--- config.mk ---
export PLATFORM = sky130hd
export DESIGN_NAME = serial_subtractor
export DESIGN_NICKNAME = d
export VERILOG_FILES = /design/src/rtl/serial_arith_pkg.sv /design/src/rtl/full_subtractor_cell.sv /design/src/rtl/serial_subtractor.sv
export SDC_FILE = /design/constraint.sdc
export NUM_CORES = 1
export LEC_CHECK = 0
export ABC_AREA = 0
export CORE_MARGIN = 3
export CORE_UTILIZATION = 57
export DETAILED_ROUTE_END_ITERATION = 8
export PLACE_DENSITY = 0.92
export SYNTH_ARGS = -nofsm -noshare
export SYNTH_HDL_FRONTEND = slang
export SYNTH_HIERARCHICAL = 1
export SYNTH_SLANG_ARGS = --single-unit
--- constraint.sdc ---
create_clock -name clk -period 2.95 [get_ports clk]
set_input_delay 0.59 -clock clk [delete_from_list [all_inputs] [get_ports clk]]
set_output_delay 0.59 -clock clk [all_outputs]
set_load 0.05 [all_outputs]
--- src/rtl/serial_arith_pkg.sv ---
// Shared definitions for the bit-serial arithmetic blocks (subtractor now, adder later).
package serial_arith_pkg;

    localparam int SERIAL_WIDTH_DEFAULT = 8;

    typedef enum logic [1:0] {
        IDLE = 2'd0,
        RUN  = 2'd1,
        DONE = 2'd2
    } serial_state_e;

endpackage

--- src/rtl/full_subtractor_cell.sv ---
// Single-bit full subtractor: d = x - y - bin, with the borrow out.
module full_subtractor_cell (
    input  logic x,
    input  logic y,
    input  logic bin,
    output logic d,
    output logic bout
);

    assign d    = x ^ y ^ bin;
    assign bout = (~x & y) | (~(x ^ y) & bin);

endmodule

--- src/rtl/serial_subtractor.sv ---
// Bit-serial subtractor (a - b), LSB first, one bit per clock through one full-subtractor cell.
// Optional signed-overflow output enabled by defining SERIAL_SUB_OVF_EN.
module serial_subtractor
    import serial_arith_pkg::*;
#(
    parameter int WIDTH = SERIAL_WIDTH_DEFAULT
) (
    input  logic             clk,
    input  logic             rst_n,
    input  logic             start,
    input  logic [WIDTH-1:0] a,
    input  logic [WIDTH-1:0] b,
    output logic             busy,
    output logic             done,
    output logic [WIDTH-1:0] diff,
    output logic             borrow_out
`ifdef SERIAL_SUB_OVF_EN
    ,
    output logic             overflow
`endif
);

    localparam int                 CNT_W    = $clog2(WIDTH);
    localparam logic [CNT_W-1:0]   CNT_LAST = CNT_W'(WIDTH - 1);

    serial_state_e    state_q, state_d;
    logic [WIDTH-1:0] sa_q, sa_d;
    logic [WIDTH-1:0] sb_q, sb_d;
    logic [WIDTH-1:0] res_q, res_d;
    logic [WIDTH-1:0] diff_q, diff_d;
    logic [CNT_W-1:0] cnt_q, cnt_d;
    logic             br_q, br_d;
    logic             bout_q, bout_d;
`ifdef SERIAL_SUB_OVF_EN
    logic             amsb_q, amsb_d;
    logic             bmsb_q, bmsb_d;
    logic             ovf_q, ovf_d;
`endif

    logic cell_d;
    logic cell_bout;

    full_subtractor_cell u_cell (
        .x    (sa_q[0]),
        .y    (sb_q[0]),
        .bin  (br_q),
        .d    (cell_d),
        .bout (cell_bout)
    );

    // NOTE: every variable gets a hold/default value first so no path leaves it unassigned (no latches).
    always_comb begin
        state_d = state_q;
        sa_d    = sa_q;
        sb_d    = sb_q;
        res_d   = res_q;
        diff_d  = diff_q;
        cnt_d   = cnt_q;
        br_d    = br_q;
        bout_d  = bout_q;
`ifdef SERIAL_SUB_OVF_EN
        amsb_d  = amsb_q;
        bmsb_d  = bmsb_q;
        ovf_d   = ovf_q;
`endif

        case (state_q)
            // DONE accepts start exactly like IDLE, giving back-to-back operation.
            IDLE, DONE: begin
                state_d = IDLE;
                if (start) begin
                    sa_d    = a;
                    sb_d    = b;
                    br_d    = 1'b0;
                    cnt_d   = '0;
                    state_d = RUN;
`ifdef SERIAL_SUB_OVF_EN
                    amsb_d  = a[WIDTH-1];
                    bmsb_d  = b[WIDTH-1];
`endif
                end
            end
            RUN: begin
                res_d = {cell_d, res_q[WIDTH-1:1]};
                sa_d  = sa_q >> 1;
                sb_d  = sb_q >> 1;
                br_d  = cell_bout;
                cnt_d = cnt_q + CNT_W'(1);
                if (cnt_q == CNT_LAST) begin
                    // Publish on the final bit so the result is visible in the DONE cycle.
                    state_d = DONE;
                    diff_d  = {cell_d, res_q[WIDTH-1:1]};
                    bout_d  = cell_bout;
`ifdef SERIAL_SUB_OVF_EN
                    ovf_d   = (amsb_q != bmsb_q) && (cell_d != amsb_q);
`endif
                end
            end
            default: state_d = IDLE;
        endcase
    end

    // NOTE: sequential state uses non-blocking assignments only; blocking here would create ordering races.
    // NOTE: the shift registers are reset too; there are few of them and it keeps post-reset state fully known.
    always_ff @(posedge clk or negedge rst_n) begin
        if (!rst_n) begin
            state_q <= IDLE;
            sa_q    <= '0;
            sb_q    <= '0;
            res_q   <= '0;
            diff_q  <= '0;
            cnt_q   <= '0;
            br_q    <= 1'b0;
            bout_q  <= 1'b0;
`ifdef SERIAL_SUB_OVF_EN
            amsb_q  <= 1'b0;
            bmsb_q  <= 1'b0;
            ovf_q   <= 1'b0;
`endif
        end else begin
            state_q <= state_d;
            sa_q    <= sa_d;
            sb_q    <= sb_d;
            res_q   <= res_d;
            diff_q  <= diff_d;
            cnt_q   <= cnt_d;
            br_q    <= br_d;
            bout_q  <= bout_d;
`ifdef SERIAL_SUB_OVF_EN
            amsb_q  <= amsb_d;
            bmsb_q  <= bmsb_d;
            ovf_q   <= ovf_d;
`endif
        end
    end

    assign busy       = (state_q == RUN);
    assign done       = (state_q == DONE);
    assign diff       = diff_q;
    assign borrow_out = bout_q;
`ifdef SERIAL_SUB_OVF_EN
    assign overflow   = ovf_q;
`endif

endmodule
Word-level counts from Yosys, hierarchy flattened
Index checks and enable logic that the tools add are counted.
- add/subtract/negate cells: 1
- $mul: 0
- div/mod/pow operators: 0
- order comparisons: 0
- eq/ne operators: 5
- shift-type cells: 0
- mux-type cells: 11
- bitwise logic cells: 7
- reductions and logical operators: 5
- operators with widths (cell ; count):
    case mux 8 bit (2 select lines) ; 2
    2-to-1 mux 8 bit ; 2
    case mux 3 bit (2 select lines) ; 1
    case mux 2 bit (2 select lines) ; 1
    AND reduction 2 bit ; 2
    adder 3 x 1 -> 3 bit (second input constant) ; 1
    == test 3 bit (second input constant) ; 1
    2-to-1 mux 3 bit ; 1
    bitwise AND 1 bit ; 2
    == test 2 x 1 -> 1 bit (second input constant) ; 1
    == test 2 bit (second input constant) ; 1
    logical NOT 2 bit ; 1
    2-to-1 mux 1 bit ; 2
    2-to-1 mux 2 bit ; 1
    != test 2 x 1 -> 1 bit (second input constant) ; 1
    != test 2 bit (second input constant) ; 1
    NOT 1 bit ; 2
    case mux 1 bit (2 select lines) ; 1
    nonzero test 2 bit ; 1
    OR reduction 2 bit ; 1
    XOR 1 bit ; 2
    OR 1 bit ; 1
- register bits: 39
- latch bits: 0
- bits in writable memories: 0
- memory bits (read-only): 0
- input bits: 19
- output and inout port bits: 11
- logic and storage cells: 37
- memories kept: 0

Logic depth before layout (Yosys ltp)
- depth in word-level cells: 5
- gate-level depth with buffers: 5
- gate-level depth less buffers: 5

Cells and area by module
The synthesis kept the hierarchy.
- modules (own cells, without submodules) (module ; instances ; cells an instance ; area an instance (um2) ; sequential area each (um2)):
    serial_subtractor ; 1 ; 161 ; 1820.5 ; 950.9
    full_subtractor_cell ; 1 ; 4 ; 31.3 ; 0.0

Worst setup path after synthesis
Ideal clock, no wire load.
- path type: register -> output
- start point: register state_q[1]
- end point: output done
- arrival time: 1.406 ns
- required time: 2.360 ns
- setup slack: 0.954 ns
- cell stages (with the launch flop): 4
- buffers on the path: 2
- path through: dfrtp_1 buf_4 buf_6 nor2b_1
- cells in the longest elaborated chain, start to end: 1
- RTL lines (what ; RTL line ; RTL):
    start: declaration ; serial_subtractor.sv:26 ; serial_state_e state_q, state_d;
    start signal: assignment ; serial_subtractor.sv:121 ; state_q <= state_d;
    == test 2 bit ; serial_subtractor.sv:138 ; assign done = (state_q == DONE);
    end: declaration ; serial_subtractor.sv:14 ; output logic done,
Every way passes these cells.

Final worst setup path
- start point: register state_q[0]
- end point: output done
The elaborated chain is that of the path after synthesis.

==> results.sh <==
export IMPL_status="completed"
export IMPL_grt_pass1_vias=1400
export IMPL_fin_nets=217
export IMPL_die_h_microns=63.0
export IMPL_overflow=0
export IMPL_cts_max_path_buffers=2
export IMPL_gp_congestion=0.811
export IMPL_fin_worst_skew_ns=0.0158
export IMPL_wl_met1_mm=1.46
export IMPL_min_path_type="input port to asynchronous set/reset pin"
export IMPL_drc_errors=0
export IMPL_io_buffer_count=29
export IMPL_cts_buffers=5
export IMPL_ys_seq_elements=38
export IMPL_vias=1301
export IMPL_max_slew_margin=0.455
export IMPL_clk_pin_slew_ns=0.12
export IMPL_core_sq_um=3080
export IMPL_ant_nets=0
export IMPL_clock_sinks=38
export IMPL_grt_usage=0.194
export IMPL_cp_slowest_cell="clkdlybuf4s50_1"
export IMPL_p_total_mw=2.38
export IMPL_total_leakage_power_nw=0.989
export IMPL_max_freq_ghz=0.393
export IMPL_synth_cells=165
export IMPL_setup_violations=0
export IMPL_cts_max_level=2
export IMPL_ys_async_sr_fraction=1.00
export IMPL_synthXorXnorAreaFrac=0
export IMPL_synth_adder_area_share=0.0243
export IMPL_tightest_slew_ns=0.817
export IMPL_muxShareOfSynthArea=0.170
export IMPL_vias_per_cell=5.42
export IMPL_diodes=0
export IMPL_wl_per_cell_microns=14.4
export IMPL_irDropWorstVdd_uv=451
export IMPL_hold_viol=0
export IMPL_synth_compound_area_frac=0.111
export IMPL_fin_util=0.727
export IMPL_wl_mm=3.45
export IMPL_cts_root_buf="clkbuf_4"
export IMPL_syn_avg_cell_area_sq_um=11.2
export IMPL_crit_required_ns=2.36
export IMPL_top_layer="met4"
export IMPL_drv_slew=0
export IMPL_synth_most_common_cell="dfrtp_1"
export IMPL_yosysTopAreaCellShare=0.514
export IMPL_cts_tree="yes"
export IMPL_grt_max_degree=39
export IMPL_synthTopCellsByCount="38 x dfrtp_1, 25 x nand2_1, 18 x mux2i_1"
export IMPL_ioPinCount=30
export IMPL_yosys_warnings=6
export IMPL_synth_simple_area_share=0.132
export IMPL_worst_slack_ns=0.404
export IMPL_r2r_start="cnt_q[0]"
export IMPL_die_area_sq_um=3970
export IMPL_postCtsSetupBuffers=0
export IMPL_path_class="register to output pin"
export IMPL_min_period_ns=2.55
export IMPL_route_met3_wl_microns=117
export IMPL_cp_top_family="buffers and inverters"
export IMPL_row_count=20
export IMPL_ys_flop_type="dfrtp_1"
export IMPL_crit_path_cell_trace="buf_4 -> nor2b_1 -> clkdlybuf4s50_1"
export IMPL_cp_startpoint="state_q[0]"
export IMPL_ys_seq_area_frac=0.514
export IMPL_rsz0062_at_grt="no"
export IMPL_synthTopCellsByArea="dfrtp_1 51%, mux2i_1 9.7%, mux2_4 7.3%"
export IMPL_max_cap_viol_count=0
export IMPL_cp_start_kind="register"
export IMPL_initial_core_util=0.602
export IMPL_firstDrtPassIters=4
export IMPL_tns_ns=0
export IMPL_dieWidth_microns=63.0
export IMPL_synth_area_sq_um=1850
export IMPL_critPathMaxStageDelay_ns=0.81
export IMPL_hold_slack_ns=0.330
export IMPL_yosysTopAreaCell="dfrtp_1"
export IMPL_wl_met2_mm=1.83
export IMPL_worstSkewPairLatency_ns=0.33
export IMPL_synth_top_family_by_area="multiplexers"
export IMPL_detailed_place_hpwl_mm=2.56
export IMPL_grt_pass1_wl_mm=6.07
export IMPL_cts_resized=0
export IMPL_holdBufCountCts=0
export IMPL_end_kind="output pin"
export IMPL_synth_edf_count=0
export IMPL_critical_path_buf_inv_count=2
export IMPL_worstPathMaxFanout=34
export IMPL_synth_cell_type_count=22
export IMPL_syn_to_final_growth_pct=20.9
export IMPL_dp_slack_ns=0.708
export IMPL_antenna_found_initial=0
export IMPL_p_per_area_nw_per_um2=1060
export IMPL_syn_num_nets=187
export IMPL_crit_arrival_ns=1.96
export IMPL_drive_above_1_share=0.128
export IMPL_min_period_over_period=0.863
export IMPL_first_iter_violations=92
-- kinds of logic (layout without fill, tap and decap cells) --
| logic type | count (synthesis) | in the layout |
|---|---|---|
| simple gates | 47 | 47 |
| flops | 38 | 38 |
| compound gates | 34 | 34 |
| mux | 27 | 27 |
| buf+inv | 16 | 47 |
| fa+ha+maj | 3 | 3 |
-- cell type report --
class,count,area [sq um]
Tap cell,44,55.1
Inverter,6,27.5
Timing Repair Buffer,33,315
Fill cell,238,840
Clock buffer,5,37.5
Clock inverter,3,40.0
Sequential cell,38,951
Multi-Input combinational cell,111,812
-- stage by stage --
step / cell area (sq um) / cells
floorplan: 1850 / 165
global placement: 2160 / 232
detailed placement: 2160 / 232
CTS: 2240 / 240
global route: 2240 / 240
finish: 2240 / 240
-- sequential cells by signal (all words and copies together), names as in the netlist --
name        count
diff            8
sa_q            8
sb_q            8
res_q           7
cnt_q           3
state_q         2
borrow_out      1
br_q            1
-- worst paths after layout --
| check | to | slack, ns | depth (start not counted) |
|---|---|---|---|
| max in group asynchronous | sa_q[4] | 2.09 | 1 |
| min in group clk | res_q[1] | 0.50 | 2 |
| setup / recovery | done | 0.40 | 3 |
| hold / removal | diff[0] | 0.33 | 1 |
| setup reg to reg | diff[4] | 1.48 | 4 |
| hold reg to reg | res_q[1] | 0.50 | 2 |
-- cells in the final DEF (no fill, tap or decap), drive strengths merged --
cell / synthesis / layout
a32oi: 1 / 1
nand3: 4 / 4
fa: 1 / 1
clkbuf: 2 / 5
nor2: 1 / 1
mux2: 9 / 9
o21ai: 7 / 7
inv: 5 / 5
nand2b: 2 / 2
nor2b: 14 / 14
mux2i: 18 / 18
clkinv: 1 / 3
dfrtp: 38 / 38
clkdlybuf4s50: 0 / 28
buf: 8 / 5
a211oi: 13 / 13
bufinv: 0 / 1
ha: 2 / 2
nand2: 26 / 26
a21oi: 13 / 13
-- layer usage --
layer,up-vias,global-route usage
li1,631,-
met1,633,0.223
met2,30,0.339
met3,7,0.0486
met4,0,0.0854
met5,-,0
-- power by group --
part / switching, mW / internal [mW] / total [mW]
clock network: 0.166 / 0.176 / 0.341
registers: 0.171 / 0.762 / 0.933
logic: 0.637 / 0.470 / 1.11
total: 0.974 / 1.41 / 2.38
No activity file was read; power rests on OpenSTA's default activity.
